## src/rtl/fetch_pkg.sv

```systemverilog
// fetch_pkg: shared defaults, FSM states and buffered-entry type for the fetch stage
package fetch_pkg;
    localparam int DEF_XLEN = 64;
    localparam int DEF_ILEN = 32;
    localparam int DEF_FIFO_DEPTH = 4;
    localparam logic [DEF_XLEN-1:0] DEF_RESET_PC = '0;
    typedef enum logic [1:0] {IDLE, FETCH, WAIT, DROP} fetch_state_t;
    typedef struct packed {
        logic [DEF_XLEN-1:0] pc;
        logic [DEF_ILEN-1:0] instr;
    } fetch_entry_t;
endpackage

```

## src/rtl/instr_fetch_unit_if.sv

```systemverilog
// instr_fetch_unit_if: imem request/response, redirect and decode handshake bundle
interface instr_fetch_unit_if import fetch_pkg::*; #(
    parameter int XLEN = DEF_XLEN,
    parameter int ILEN = DEF_ILEN
);
    logic            imem_req;
    logic [XLEN-1:0] imem_addr;
    logic            imem_rvalid;
    logic [ILEN-1:0] imem_rdata;
    logic            redirect_valid;
    logic [XLEN-1:0] redirect_pc;
    logic            dec_valid;
    logic            dec_ready;
    logic [ILEN-1:0] dec_instr;
    logic [XLEN-1:0] dec_pc;
    modport master (
        output imem_req, imem_addr, dec_valid, dec_instr, dec_pc,
        input  imem_rvalid, imem_rdata, redirect_valid, redirect_pc, dec_ready
    );
    modport slave (
        input  imem_req, imem_addr, dec_valid, dec_instr, dec_pc,
        output imem_rvalid, imem_rdata, redirect_valid, redirect_pc, dec_ready
    );
endinterface

```

## src/rtl/fetch_fifo.sv

```systemverilog
// fetch_fifo: power-of-two synchronous prefetch queue with push/pop/flush
module fetch_fifo import fetch_pkg::*; #(
    parameter int DEPTH = DEF_FIFO_DEPTH,
    parameter type entry_t = fetch_entry_t
) (
    input  logic                   clk,
    input  logic                   reset,
    input  logic                   push,
    input  logic                   pop,
    input  logic                   flush,
    input  entry_t                 din,
    output entry_t                 dout,
    output logic                   full,
    output logic                   empty,
    output logic [$clog2(DEPTH):0] count
);
    localparam int AW = $clog2(DEPTH);
    localparam int CW = AW + 1;
    entry_t mem_q [DEPTH];
    entry_t mem_d [DEPTH];
    logic [AW-1:0] wr_q, wr_d, rd_q, rd_d;
    logic [CW-1:0] count_q, count_d;
    logic do_push, do_pop;
    assign full = count_q == CW'(DEPTH);
    assign empty = count_q == '0;
    assign count = count_q;
    assign dout = mem_q[rd_q];
    assign do_pop = pop && !empty;
    assign do_push = push && (!full || do_pop);
    // Storage write and pointer/count update; flush only resets the bookkeeping
    always_comb begin
        mem_d = mem_q;
        if (do_push) mem_d[wr_q] = din;
        wr_d = flush ? '0 : wr_q + AW'(do_push);
        rd_d = flush ? '0 : rd_q + AW'(do_pop);
        count_d = flush ? '0 : count_q + CW'(do_push) - CW'(do_pop);
    end
    // Queue registers
    always_ff @(posedge clk) begin
        mem_q <= mem_d;
        if (reset) begin
            wr_q <= '0;
            rd_q <= '0;
            count_q <= '0;
        end else begin
            wr_q <= wr_d;
            rd_q <= rd_d;
            count_q <= count_d;
        end
    end
endmodule

```

## src/rtl/instr_fetch_unit.sv

```systemverilog
// instr_fetch_unit: PC owner issuing single-outstanding imem reads into a prefetch FIFO for decode.
// Define FETCH_PERF_CNT_EN to add saturating stall/flush event counters.
module instr_fetch_unit import fetch_pkg::*; #(
    parameter int XLEN = DEF_XLEN,
    parameter int ILEN = DEF_ILEN,
    parameter int FIFO_DEPTH = DEF_FIFO_DEPTH,
    parameter logic [XLEN-1:0] RESET_PC = DEF_RESET_PC
) (
    input logic clk,
    input logic reset,
    instr_fetch_unit_if.master bus
`ifdef FETCH_PERF_CNT_EN
    ,
    output logic [31:0] perf_stall_cnt,
    output logic [31:0] perf_flush_cnt
`endif
);
    localparam int CW = $clog2(FIFO_DEPTH) + 1;
    typedef struct packed {
        logic [XLEN-1:0] pc;
        logic [ILEN-1:0] instr;
    } entry_t;
    fetch_state_t state_q, state_d;
    logic [XLEN-1:0] fetch_pc_q, fetch_pc_d, req_pc_q, req_pc_d;
    logic push, full, empty;
    logic [CW-1:0] count;
    entry_t din, head;
    assign din = {req_pc_q, bus.imem_rdata};
    assign push = state_q == WAIT && bus.imem_rvalid && !bus.redirect_valid;
    fetch_fifo #(.DEPTH(FIFO_DEPTH), .entry_t(entry_t)) u_fifo (
        .clk   (clk),
        .reset (reset),
        .push  (push),
        .pop   (bus.dec_ready),
        .flush (bus.redirect_valid),
        .din   (din),
        .dout  (head),
        .full  (full),
        .empty (empty),
        .count (count)
    );
    assign bus.dec_valid = count != '0;
    assign bus.dec_instr = empty ? '0 : head.instr;
    assign bus.dec_pc = empty ? '0 : head.pc;
    assign bus.imem_addr = bus.imem_req ? fetch_pc_q : '0;
    // Next state, PC and request; a redirect overrides all. A redirect that coincides with
    // the pending response has nothing left in flight, so it resumes fetching instead of DROP.
    always_comb begin
        state_d = state_q;
        fetch_pc_d = fetch_pc_q;
        req_pc_d = req_pc_q;
        bus.imem_req = 1'b0;
        case (state_q)
            IDLE: state_d = FETCH;
            FETCH: if (!full) begin
                bus.imem_req = 1'b1;
                req_pc_d = fetch_pc_q;
                fetch_pc_d = fetch_pc_q + XLEN'(4);
                state_d = WAIT;
            end
            WAIT, DROP: if (bus.imem_rvalid) state_d = FETCH;
            default: state_d = IDLE;
        endcase
        if (bus.redirect_valid) begin
            bus.imem_req = 1'b0;
            req_pc_d = req_pc_q;
            fetch_pc_d = {bus.redirect_pc[XLEN-1:2], 2'b00};
            state_d = ((state_q == WAIT || state_q == DROP) && !bus.imem_rvalid) ? DROP : FETCH;
        end
    end
    // FSM and PC registers
    always_ff @(posedge clk) begin
        if (reset) begin
            state_q <= IDLE;
            fetch_pc_q <= RESET_PC;
            req_pc_q <= '0;
        end else begin
            state_q <= state_d;
            fetch_pc_q <= fetch_pc_d;
            req_pc_q <= req_pc_d;
        end
    end
`ifdef FETCH_PERF_CNT_EN
    logic [31:0] stall_cnt_q, stall_cnt_d, flush_cnt_q, flush_cnt_d;
    assign perf_stall_cnt = stall_cnt_q;
    assign perf_flush_cnt = flush_cnt_q;
    // Saturating counts of starved decode cycles and redirects that threw work away
    always_comb begin
        stall_cnt_d = (bus.dec_ready && empty && ~&stall_cnt_q) ? stall_cnt_q + 32'd1 : stall_cnt_q;
        flush_cnt_d = (bus.redirect_valid && (!empty || state_q == WAIT) && ~&flush_cnt_q) ? flush_cnt_q + 32'd1 : flush_cnt_q;
    end
    // Counter registers
    always_ff @(posedge clk) begin
        if (reset) begin
            stall_cnt_q <= '0;
            flush_cnt_q <= '0;
        end else begin
            stall_cnt_q <= stall_cnt_d;
            flush_cnt_q <= flush_cnt_d;
        end
    end
`endif
endmodule

```

## src/flat_wrapper.sv

```systemverilog
// flat-port wrapper written by rule: the top's interface ports become plain ports
module instr_fetch_unit_flat import fetch_pkg::*;
#(
    parameter int XLEN = DEF_XLEN,
    parameter int ILEN = DEF_ILEN,
    parameter int FIFO_DEPTH = DEF_FIFO_DEPTH,
    parameter logic [XLEN-1:0] RESET_PC = DEF_RESET_PC
)
  (clk, reset, bus_imem_req, bus_imem_addr, bus_dec_valid, bus_dec_instr, bus_dec_pc, bus_imem_rvalid, bus_imem_rdata, bus_redirect_valid, bus_redirect_pc, bus_dec_ready);
  instr_fetch_unit_if #(.XLEN(XLEN), .ILEN(ILEN)) bus_i ();
  input logic clk;
  input logic reset;
  output wire logic [$bits(bus_i.imem_req)-1:0] bus_imem_req;
  output wire logic [$bits(bus_i.imem_addr)-1:0] bus_imem_addr;
  output wire logic [$bits(bus_i.dec_valid)-1:0] bus_dec_valid;
  output wire logic [$bits(bus_i.dec_instr)-1:0] bus_dec_instr;
  output wire logic [$bits(bus_i.dec_pc)-1:0] bus_dec_pc;
  input wire logic [$bits(bus_i.imem_rvalid)-1:0] bus_imem_rvalid;
  input wire logic [$bits(bus_i.imem_rdata)-1:0] bus_imem_rdata;
  input wire logic [$bits(bus_i.redirect_valid)-1:0] bus_redirect_valid;
  input wire logic [$bits(bus_i.redirect_pc)-1:0] bus_redirect_pc;
  input wire logic [$bits(bus_i.dec_ready)-1:0] bus_dec_ready;
  assign bus_imem_req = bus_i.imem_req;
  assign bus_imem_addr = bus_i.imem_addr;
  assign bus_dec_valid = bus_i.dec_valid;
  assign bus_dec_instr = bus_i.dec_instr;
  assign bus_dec_pc = bus_i.dec_pc;
  assign bus_i.imem_rvalid = bus_imem_rvalid;
  assign bus_i.imem_rdata = bus_imem_rdata;
  assign bus_i.redirect_valid = bus_redirect_valid;
  assign bus_i.redirect_pc = bus_redirect_pc;
  assign bus_i.dec_ready = bus_dec_ready;
  instr_fetch_unit #(.XLEN(XLEN), .ILEN(ILEN), .FIFO_DEPTH(FIFO_DEPTH), .RESET_PC(RESET_PC)) u_core (.clk(clk), .reset(reset), .bus(bus_i));
endmodule
```

## config.mk

```make
export PLATFORM = sky130hd
export DESIGN_NAME = instr_fetch_unit_flat
export DESIGN_NICKNAME = d
export VERILOG_FILES = /design/src/rtl/fetch_pkg.sv /design/src/rtl/instr_fetch_unit_if.sv /design/src/rtl/fetch_fifo.sv /design/src/rtl/instr_fetch_unit.sv /design/src/flat_wrapper.sv
export SDC_FILE = /design/constraint.sdc
export NUM_CORES = 1
export LEC_CHECK = 0
export CORE_ASPECT_RATIO = 1.75
export CORE_MARGIN = 8
export CORE_UTILIZATION = 56
export CTS_CLUSTER_SIZE = 30
export DETAILED_ROUTE_END_ITERATION = 7
export PLACE_DENSITY = 0.91
export REMOVE_ABC_BUFFERS = 1
export SYNTH_ARGS = -nofsm -noshare
export SYNTH_HDL_FRONTEND = slang
export SYNTH_HIERARCHICAL = 1
export SYNTH_SLANG_ARGS = --single-unit
```

## constraint.sdc

```tcl
create_clock -name clk -period 15.17 [get_ports clk]
set_clock_uncertainty 0.15 [all_clocks]
set_input_delay 3.034 -clock clk [delete_from_list [all_inputs] [get_ports clk]]
set_output_delay 3.034 -clock clk [all_outputs]
set_load 0.005 [all_outputs]
```

==> results of run 1 <==
cells in the mapped netlist (2+ instances only):
| cell | count | share of area [%] |
|---|---|---|
| nor3b_1 | 8 | 0.28 |
| nand2_1 | 170 | 3.0 |
| nor4b_1 | 2 | 0.083 |
| o211ai_1 | 7 | 0.25 |
| xnor2_1 | 27 | 1.1 |
| nand4_2 | 2 | 0.12 |
| nor3_1 | 21 | 0.50 |
| a211oi_1 | 32 | 1.1 |
| a31oi_1 | 4 | 0.12 |
| o21ai_0 | 8 | 0.19 |
| buf_2 | 15 | 0.35 |
| nand4_1 | 28 | 0.83 |
| nor2b_1 | 99 | 2.9 |
| dfxtp_1 | 133 | 13 |
| o31ai_1 | 10 | 0.35 |
| a21oi_1 | 70 | 1.7 |
| buf_4 | 3 | 0.11 |
| a311oi_1 | 13 | 0.54 |
| buf_1 | 9 | 0.16 |
| and2_1 | 5 | 0.15 |
| nor2_1 | 67 | 1.2 |
| nor4_1 | 20 | 0.59 |
| or2_2 | 2 | 0.059 |
| a2111oi_0 | 5 | 0.21 |
| and4_1 | 8 | 0.33 |
| or3_1 | 14 | 0.41 |
| mux2i_1 | 2 | 0.095 |
| buf_8 | 4 | 0.28 |
| edfxtp_1 | 384 | 54 |
| mux4_2 | 96 | 10 |
| or4_1 | 21 | 0.74 |
| nand3_1 | 23 | 0.54 |
| clkbuf_1 | 56 | 0.99 |
| o31a_1 | 3 | 0.12 |
| inv_1 | 74 | 1.3 |
| and3_1 | 12 | 0.35 |
| or4_4 | 2 | 0.11 |
| xor2_1 | 10 | 0.41 |
| ha_1 | 4 | 0.24 |
| o21bai_1 | 2 | 0.071 |
metal layers:
| metal | GRT usage [%] | wire length, um |
|---|---|---|
| met1 | 26.7 | 18200 |
| met2 | 42.0 | 28200 |
| met3 | 3.36 | 3910 |
| met4 | 16.5 | 3970 |
| met5 | 0 | 0 |
through the flow:
step	utilization, %	power [uW]	instance area (sq um)	setup slack, ps
2_1_floorplan	-	1630	20800	3600
3_3_place_gp	64.5	1710	24100	6200
3_5_place_dp	64.5	1720	24100	6150
4_1_cts	68.1	2780	25500	6100
5_1_grt	68.2	2850	25500	5870
6_report	68.2	2770	25500	6020
sequential cells by signal, indices dropped and copies added, names as in the netlist:
register and flops:
u_core/u_fifo/count 3, u_core/fetch_pc_q 62, u_core/u_fifo/mem_q 384, u_core/req_pc_q 62
u_core/state_q 2, u_core/u_fifo/wr_q 2, u_core/u_fifo/rd_q 2
cell type report:
| cell class | instances | area (sq um) | share of cell area (%) |
|---|---|---|---|
| sequential | 517 | 14200 | 55.7 |
| inverter | 75 | 282 | 1.10 |
| clock inverter | 25 | 205 | 0.805 |
| timing repair buffer | 275 | 2710 | 10.6 |
| multi-input combinational | 821 | 6320 | 24.8 |
| tap | 480 | 601 | 2.36 |
| antenna | 5 | 12.5 | 0.0491 |
| clock buffer | 52 | 1160 | 4.55 |
cells by family (layout without fill, tap and decap cells):
family | after synthesis | count (layout)
AO/OA/AOI/OAI | 159 | 159
XOR/XNOR | 37 | 37
adder cells (fa/ha/maj) | 5 | 5
buffers and inverters | 164 | 427
flip-flops | 517 | 517
multiplexers | 98 | 98
other | 1 | 15
AND/OR/NAND/NOR | 512 | 512
final timing paths:
kind                          start               endpoint  cells after the start
max              bus_redirect_valid       bus_imem_addr[8]                      8
min             u_core/req_pc_q[54]    u_core/req_pc_q[54]                      2
max reg2reg  u_core/u_fifo/count[1]  u_core/fetch_pc_q[57]                      8
min reg2reg     u_core/req_pc_q[54]    u_core/req_pc_q[54]                      2
worst max-delay path: stages:
cell	delay, ps
clkdlybuf4s50_1	400
buf_4	300
inv_2	120
nand2_2	60
inv_2	870
nand2_1	460
inv_1	170
clkdlybuf4s50_1	520
power groups by stage:
stage                     clock [uW]  combinational, uW  sequential (uW)
after global placement             0                128             1580
after global routing            1140                143             1560
after floorplan                    0               53.1             1580
after detailed placement           0                132             1590
final                           1080                133             1560
after CTS                       1100                133             1560
==> flow_summary_export.csv, run 1 <==
group,metric,value,unit
status,status,"finished, final reports clean",
sta,rsz0062_at_grt,"false",
logic_synthesis,seq_area_frac_synth,67.0,%
die,rows,94,
placed_design,gp_congestion,0.934,
die,die-area,0.0445,sq mm
logic_synthesis,synth_top_family_by_area,"simple AND/OR/NAND/NOR gates",
worst_setup_path,worstPathRequired,11990,ps
worst_setup_path,critical_path_class,"primary input to output port",
final_layout,drive_above_1_share,11.4,%
drt,vias,13600,
sta,finalSetupTns,0,ps
power_and_ir_drop,p_int,2180,uW
sta,fin_crit_sh,60.3,%
power_and_ir_drop,p_clk_share,38.9,%
drt,wire_per_inst,24.1,um
clocking,cts_hold_buf,0,
logic_synthesis,syn_area,0.0212,sq mm
global_route,grt_pass1_wl,81700,um
die,die_y,273,um
worst_setup_path,worstSetupEndpointType,"output port",
logic_synthesis,async_flop_share,0,%
drt,drtIter0Drc,1315,
die,fp.coreArea,0.0374,sq mm
worst_setup_path,cp.arrival,5970,ps
logic_synthesis,synth_edf_count,384,
logic_synthesis,yosysWarnings,6,
clocking,clockRootBuffer,"clkbuf_16",
sta,max_freq,0.109,GHz
sta,worst_pin_slew,1220,ps
logic_synthesis,syn_area_per_cell,14.2,sq um
logic_synthesis,synth_fa_ha_area_share,0.331,%
logic_synthesis,synth_cell_type_count,58,
drt,finalWirelength,54300,um
sta,setup_violations,0,
clocking,clock_latency,560,ps
sta,slew_viol_final,0,
drt,vias_per_cell,6.06,
power_and_ir_drop,p_leak,0.00825,uW
logic_synthesis,synth_xor_xnor_area_share,1.53,%
final_layout,layout_common_cells,"384 x edfxtp_1, 257 x clkdlybuf4s50_1, 169 x nand2_1",
logic_synthesis,synth-compound-area-share,4.85,%
logic_synthesis,synthMuxAreaShare,10.3,%
placed_design,placedCellCount,2168,
final_layout,final_nets,1839,
clocking,postCtsSetupRepairBufs,0,
clocking,cts_resized,0,
worst_setup_path,r2r_setup_slack,11570,ps
flow_run,cap_violations,0,
sta,finalWorstPathRequiredPeriod,9150,ps
global_route,grt_use_total,24.0,%
logic_synthesis,synthFlopType,"edfxtp_1",
sta,final_hold_viol_count,0,
power_and_ir_drop,p_switching,588,uW
global_route,antenna_found_initial,5,
logic_synthesis,synthCells,1493,
final_layout,layout_commonest_cell,"edfxtp_1",
power_and_ir_drop,p_sw_share,21.3,%
drt,first_pass_iters,6,
power_and_ir_drop,seq_power_share,56.3,%
clocking,clock_path_buffers,3,
final_layout,fin_cells,2250,
power_and_ir_drop,powerDensity,109,mW/mm^2
clocking,cts_tree,"yes",
global_route,grt-ovfl-total,0,
clocking,clock-sinks,517,
final_layout,synthToLayoutAreaGrowth,20.4,%
power_and_ir_drop,vdd_ir_drop_max,0.0000699,V
worst_setup_path,cp_max_fo,64,
global_route,grt_pass1_vias,14100,
sta,maxSlewHeadroom,18.6,%
final_layout,fill_cells,2468,
placed_design,dp_hpwl,36000,um
min_path,hp-class,"flip-flop to flip-flop",
drt,drc,0,
logic_synthesis,ys_ff_latch,517,
clocking,clk_pin_slew,60,ps
power_and_ir_drop,power_frac_comb,4.8,%
logic_synthesis,yosys.area_share.simple,12.6,%
die,die_w,163,um
drt,ant_nets,0,
placed_design,io_buffers,258,
clocking,htree_levels,2,
sta,holdWs,342,ps
global_route,grt_max_degree,96,
worst_setup_path,worstSetupStartpointType,"primary input",
clocking,cts_made_buffers,43,
die,ios,263,
die,initial_core_util,56.6,%
Note: power is estimated with default switching activity, not from simulation.
==> inputs of run 2 (changes only) <==
CORE_UTILIZATION = 50   (was 56)
PLACE_DENSITY = 0.87   (was 0.91)
clock period = 7.4 ns   (was 15.17 ns; I/O delays follow)
==> run 2 against run 1 <==
Non-clock buffer count is 1 lower. Combinational power grew 100%. Critical endpoint unchanged. Final area increased by 0.56%.
==> flow_summary_export.csv, run 2 (synthesis results as in run 1) <==
group,metric,value,unit
status,status,"finished, final reports clean",
clocking,cts_hold_buf,0,
sta,finalWorstPathRequiredPeriod,5970,ps
global_route,grt_pass1_wl,82700,um
sta,rsz0062_at_grt,"false",
global_route,grt_pass1_vias,14000,
final_layout,final_cell_area,0.0256,sq mm
die,ios,263,
worst_setup_path,cp.arrival,4340,ps
worst_setup_path,path_cells,"nor2_1 -> nand2_1 -> inv_1 -> nor3b_1 -> nand2_2 -> inv_2 -> nand2_1 -> inv_1 -> clkdlybuf4s50_1",
drt,first_pass_iters,7,
die,initial_core_util,50.2,%
worst_setup_path,max_stage_delay,950,ps
power_and_ir_drop,p_int,4490,uW
drt,vias_per_cell,5.82,
clocking,clock_path_buffers,3,
drt,finalWirelength,55000,um
global_route,met2_usage,38.4,%
final_layout,synthToLayoutAreaGrowth,21.1,%
sta,finalSetupTns,0,ps
global_route,antenna_found_initial,3,
die,fp.coreArea,0.0422,sq mm
power_and_ir_drop,p_clk_share,39.3,%
global_route,grt_max_degree,96,
clocking,cts_made_buffers,44,
flow_run,cap_violations,0,
drt,ant_nets,0,
final_layout,utilization,60.8,%
min_path,hp-class,"flip-flop to flip-flop",
die,die_w,172,um
final_layout,largestRegisters,"u_core/u_fifo/mem_q (384), u_core/fetch_pc_q (62), u_core/req_pc_q (62)",
placed_design,place_area,0.0242,sq mm
drt,vias,13600,
power_and_ir_drop,seq_power_share,56.0,%
clocking,clockRootBuffer,"clkbuf_16",
clocking,htree_levels,2,
sta,maxSlewHeadroom,19.3,%
clocking,clock_latency,550,ps
final_layout,layout_commonest_cell,"edfxtp_1",
global_route,gr-usage-met3,3.57,%
drt,drtIter0Drc,1186,
worst_setup_path,cp_slowest_cell,"nor3b_1",
placed_design,gp_congestion,0.910,
power_and_ir_drop,p_sw_share,21.3,%
placed_design,io_buffers,258,
sta,fin_crit_sh,80.7,%
final_layout,top_register,"u_core/u_fifo/mem_q",
die,die_y,288,um
final_layout,drive_above_1_share,11.3,%
worst_setup_path,critPathBufInv,4,
sta,worst_pin_slew,1210,ps
global_route,grt_use_total,22.1,%
sta,holdWs,344,ps
clocking,clock-sinks,517,
global_route,met1_usage,24.9,%
sta,slew_viol_final,0,
power_and_ir_drop,powerDensity,222,mW/mm^2
worst_setup_path,critPathTopFamily,"simple AND/OR/NAND/NOR gates",
global_route,grt-ovfl-total,0,
sta,setup_violations,0,
drt,drc,0,
power_and_ir_drop,p_leak,0.00827,uW
final_layout,final_nets,1839,
power_and_ir_drop,vdd_ir_drop_max,0.000159,V
clocking,cts_resized,0,
die,rows,100,
clocking,clk_pin_slew,70,ps
sta,final_hold_viol_count,0,
worst_setup_path,worstPathRequired,5770,ps
power_and_ir_drop,power_frac_comb,4.8,%
clocking,postCtsSetupRepairBufs,0,
worst_setup_path,critical_path_class,"flip-flop to output port",
worst_setup_path,worstSetupStartpointType,"flip-flop",
worst_setup_path,worstSetupEndpointType,"output port",
worst_setup_path,cp_max_fo,61,
die,die-area,0.0494,sq mm
final_layout,layout_common_cells,"384 x edfxtp_1, 257 x clkdlybuf4s50_1, 169 x nand2_1",
final_layout,largest_register_ffs,384,
global_route,grt_busiest_layer,"met2",
clocking,cts_tree,"yes",
drt,wire_per_inst,23.6,um
sta,max_freq,0.167,GHz
placed_design,dp_hpwl,35800,um
power_and_ir_drop,p_switching,1210,uW
## run 2: changes by cell type in the layout (fill, tap and decap cells not counted), moves of 2 or more
cell,delta
diode_2,-2
clkinvlp_4,-4
clkbuf_1,+3
clkbuf_16,+2
buf_4,-3
buf_12,+2
## run 2: final timing paths
kind / from / endpoint / slack (ps) / cells past startpoint
min: u_core/req_pc_q[6] / u_core/req_pc_q[6] / 340 / 2
max: u_core/u_fifo/count[1] / bus_imem_addr[8] / 1430 / 9
min reg2reg: u_core/req_pc_q[6] / u_core/req_pc_q[6] / 340 / 2
max reg2reg: u_core/u_fifo/count[1] / u_core/fetch_pc_q[57] / 3550 / 8
## run 2: tightest hold or removal path, cell delays in order, from the launching register on
cell     delay, ps
dfxtp_1        330
nand2_1         60
a21oi_1         50
## run 2: routing by layer
metal | wire (um) | part of all wire, %
met3 | 3670 | 6.7
met1 | 19300 | 35
met2 | 28500 | 52
met5 | 0 | 0
met4 | 3550 | 6.5
## run 2: power by group through the flow
stage               Clock, uW  Combinational, uW  Sequential (uW)
floorplan                   0                109             3240
global placement            0                263             3250
detailed placement          0                271             3250
CTS                      2280                273             3190
global route             2370                292             3200
finish                   2240                272             3190
## run 2: per-stage QoR
step | setup WS [ps] | total power, uW | std cells
finish | 1430 | 5700 | 2330
global route | 1210 | 5860 | 2330
CTS | 1400 | 5740 | 2327
detailed placement | 1720 | 3520 | 2248
global placement | 1760 | 3510 | 2248
floorplan | -2620 | 3350 | 1413
## run 2: area by class of cell
cell class                      count  area [sq um]
Fill cell                        3117         16500
Sequential cell                   517         14200
Multi-Input combinational cell    821          6320
Timing Repair Buffer              274          2730
Clock buffer                       58          1230
Tap cell                          561           702
Inverter                           75           282
Clock inverter                     21           160
Antenna cell                        3          7.51
==> inputs of run 3 (changes only) <==
CORE_UTILIZATION = 56   (was 50)
PLACE_DENSITY = 0.91   (was 0.87)
clock period = 5.72 ns   (was 7.4 ns; I/O delays follow)
==> run 3 against run 2 <==
Clock power grew 25%. Count of clock-buffer cells in the layout decreased by 2. Register-to-register slack worse by 1600 ps. Utilization is 7.5 points higher. Highest routed layer unchanged.
==> flow_summary_export.csv, run 3 (synthesis results as in run 1) <==
group,metric,value,unit
clocking,clock_path_buffers,3,
clocking,clock_latency,550,ps
sta,slew_viol_final,0,
worst_setup_path,cp_max_fo,34,
worst_setup_path,crit_end,"bus_imem_addr[21]",
die,fp.coreArea,0.0374,sq mm
worst_setup_path,critPathBufInv,5,
global_route,antenna_found_initial,2,
placed_design,post-place-ws,1110,ps
placed_design,dp_hpwl,36000,um
drt,vias_per_cell,6.17,
global_route,grt_pass1_vias,14200,
drt,drtIter0Drc,1404,
clocking,cts_hold_buf,0,
sta,worst_pin_slew,1040,ps
worst_setup_path,cp_slowest_cell,"clkdlybuf4s50_1",
clocking,cts_made_buffers,41,
drt,first_pass_iters,6,
die,initial_core_util,56.6,%
final_layout,largestRegisters,"u_core/u_fifo/mem_q (384), u_core/fetch_pc_q (62), u_core/req_pc_q (62)",
global_route,grt_use_total,24.6,%
power_and_ir_drop,p_switching,1510,uW
power_and_ir_drop,p_sw_share,20.8,%
worst_setup_path,worstSetupEndpointType,"output port",
worst_setup_path,critical_path_class,"flip-flop to output port",
worst_setup_path,r2r-end,"u_core/fetch_pc_q[57]",
worst_setup_path,r2r_cells,8,
final_layout,drive_above_1_share,11.1,%
power_and_ir_drop,p_int,5770,uW
die,die-area,0.0445,sq mm
sta,rsz0062_at_grt,"false",
worst_setup_path,r2r_setup_slack,1930,ps
worst_setup_path,critPathTopFamily,"buffers and inverters",
clocking,clk_pin_slew,70,ps
final_layout,top_register,"u_core/u_fifo/mem_q",
clocking,postCtsSetupRepairBufs,0,
worst_setup_path,worstSetupStartpointType,"flip-flop",
die,die_w,163,um
status,status,"finished, final reports clean",
power_and_ir_drop,p_leak,0.00826,uW
worst_setup_path,cp-startpoint,"u_core/u_fifo/count[1]",
sta,max_freq,0.206,GHz
clocking,clock-sinks,517,
final_layout,synthToLayoutAreaGrowth,20.6,%
flow_run,cap_violations,0,
sta,fin_crit_sh,84.8,%
worst_setup_path,path_cells,"nor2_1 -> nand2_1 -> inv_1 -> nor3b_1 -> nand2_2 -> inv_2 -> buf_12 -> nand2_1 -> inv_1 -> clkdlybuf4s50_1",
drt,drc,0,
die,ios,263,
final_layout,final_nets,1840,
worst_setup_path,worstPathRequired,4430,ps
sta,finalWorstPathRequiredPeriod,4850,ps
clocking,cts_tree,"yes",
die,rows,94,
power_and_ir_drop,powerDensity,285,mW/mm^2
sta,setup_violations,0,
worst_setup_path,crit_cells,10,
worst_setup_path,max_stage_delay,540,ps
clocking,clockRootBuffer,"clkbuf_16",
power_and_ir_drop,vdd_ir_drop_max,0.000191,V
power_and_ir_drop,seq_power_share,56.8,%
placed_design,io_buffers,258,
power_and_ir_drop,power_frac_comb,4.9,%
sta,final_hold_viol_count,0,
die,die_y,273,um
drt,vias,13800,
sta,holdWs,348,ps
clocking,cts_resized,0,
worst_setup_path,cp.arrival,3560,ps
final_layout,largest_register_ffs,384,
power_and_ir_drop,p_clk_share,38.3,%
min_path,hp-class,"flip-flop to flip-flop",
final_layout,layout_commonest_cell,"edfxtp_1",
final_layout,layout_common_cells,"384 x edfxtp_1, 257 x clkdlybuf4s50_1, 169 x nand2_1",
clocking,htree_levels,2,
global_route,grt-ovfl-total,0,
sta,maxSlewHeadroom,30.4,%
global_route,grt_pass1_wl,83400,um
placed_design,gp_congestion,0.931,
drt,ant_nets,0,
drt,wire_per_inst,24.5,um
sta,setup_ws,871,ps
drt,finalWirelength,55100,um
global_route,grt_max_degree,96,
worst_setup_path,r2r_start,"u_core/u_fifo/count[1]",
## run 3: cell type report
type | instances | area (sq um)
diodes | 2 | 5.00
clock buffers | 56 | 1180
clock inverters | 16 | 145
fillers | 2446 | 11900
inverters | 75 | 282
multi-input cells | 821 | 6320
flip-flops and latches | 517 | 14200
well taps | 480 | 601
repair buffers | 278 | 2790
## run 3: worst min-delay path by stage
stage | from | endpoint | slack, ps | cells after the start
global route | u_core/req_pc_q[56] | u_core/u_fifo/mem_q[184] | 370 | 0
global placement | u_core/req_pc_q[22] | u_core/u_fifo/mem_q[342] | 320 | 0
floorplan | u_core/fetch_pc_q[63] | u_core/req_pc_q[63] | 300 | 2
finish | u_core/req_pc_q[34] | u_core/req_pc_q[34] | 350 | 2
CTS | u_core/req_pc_q[43] | u_core/req_pc_q[43] | 350 | 2
detailed placement | u_core/req_pc_q[14] | u_core/u_fifo/mem_q[238] | 340 | 0
## run 3: stage by stage
step / cells / TNS (ps) / area (sq um) / power, uW / utilization, %
global route: 2245 / 0 / 25500 / 7490 / 68.3
detailed placement: 2171 / 0 / 24200 / 4560 / 64.7
finish: 2245 / 0 / 25500 / 7280 / 68.3
floorplan: 1413 / -842730 / 20800 / 4330 / -
CTS: 2243 / 0 / 25500 / 7310 / 68.2
global placement: 2171 / 0 / 24200 / 4550 / 64.7
## run 3: power by group through the flow
| stage | Sequential, uW | Combinational (uW) | Clock (uW) |
|---|---|---|---|
| floorplan | 4190 | 141 | 0 |
| global placement | 4210 | 339 | 0 |
| detailed placement | 4210 | 348 | 0 |
| CTS | 4130 | 352 | 2830 |
| global route | 4140 | 380 | 2970 |
| finish | 4130 | 355 | 2790 |
## run 3: worst reg2reg max path, stage by stage, from the launching register on
cell and delay (ps):
dfxtp_1 500, nor2_1 90, nand2_1 100, inv_1 80
or3b_1 540, nor4_1 580, nand4_1 670, o31a_1 520
a2111oi_0 430
## run 3: metal layers
| layer | part of all wire, % | up-vias | GRT usage, % | routed length [um] |
|---|---|---|---|---|
| li1 | - | 6066 | - | - |
| met3 | 7.7 | 203 | 3.81 | 4240 |
| met5 | 0 | - | 0 | 0 |
| met2 | 52 | 781 | 43.0 | 28700 |
| met4 | 6.4 | 0 | 15.0 | 3520 |
| met1 | 34 | 6799 | 27.9 | 18600 |
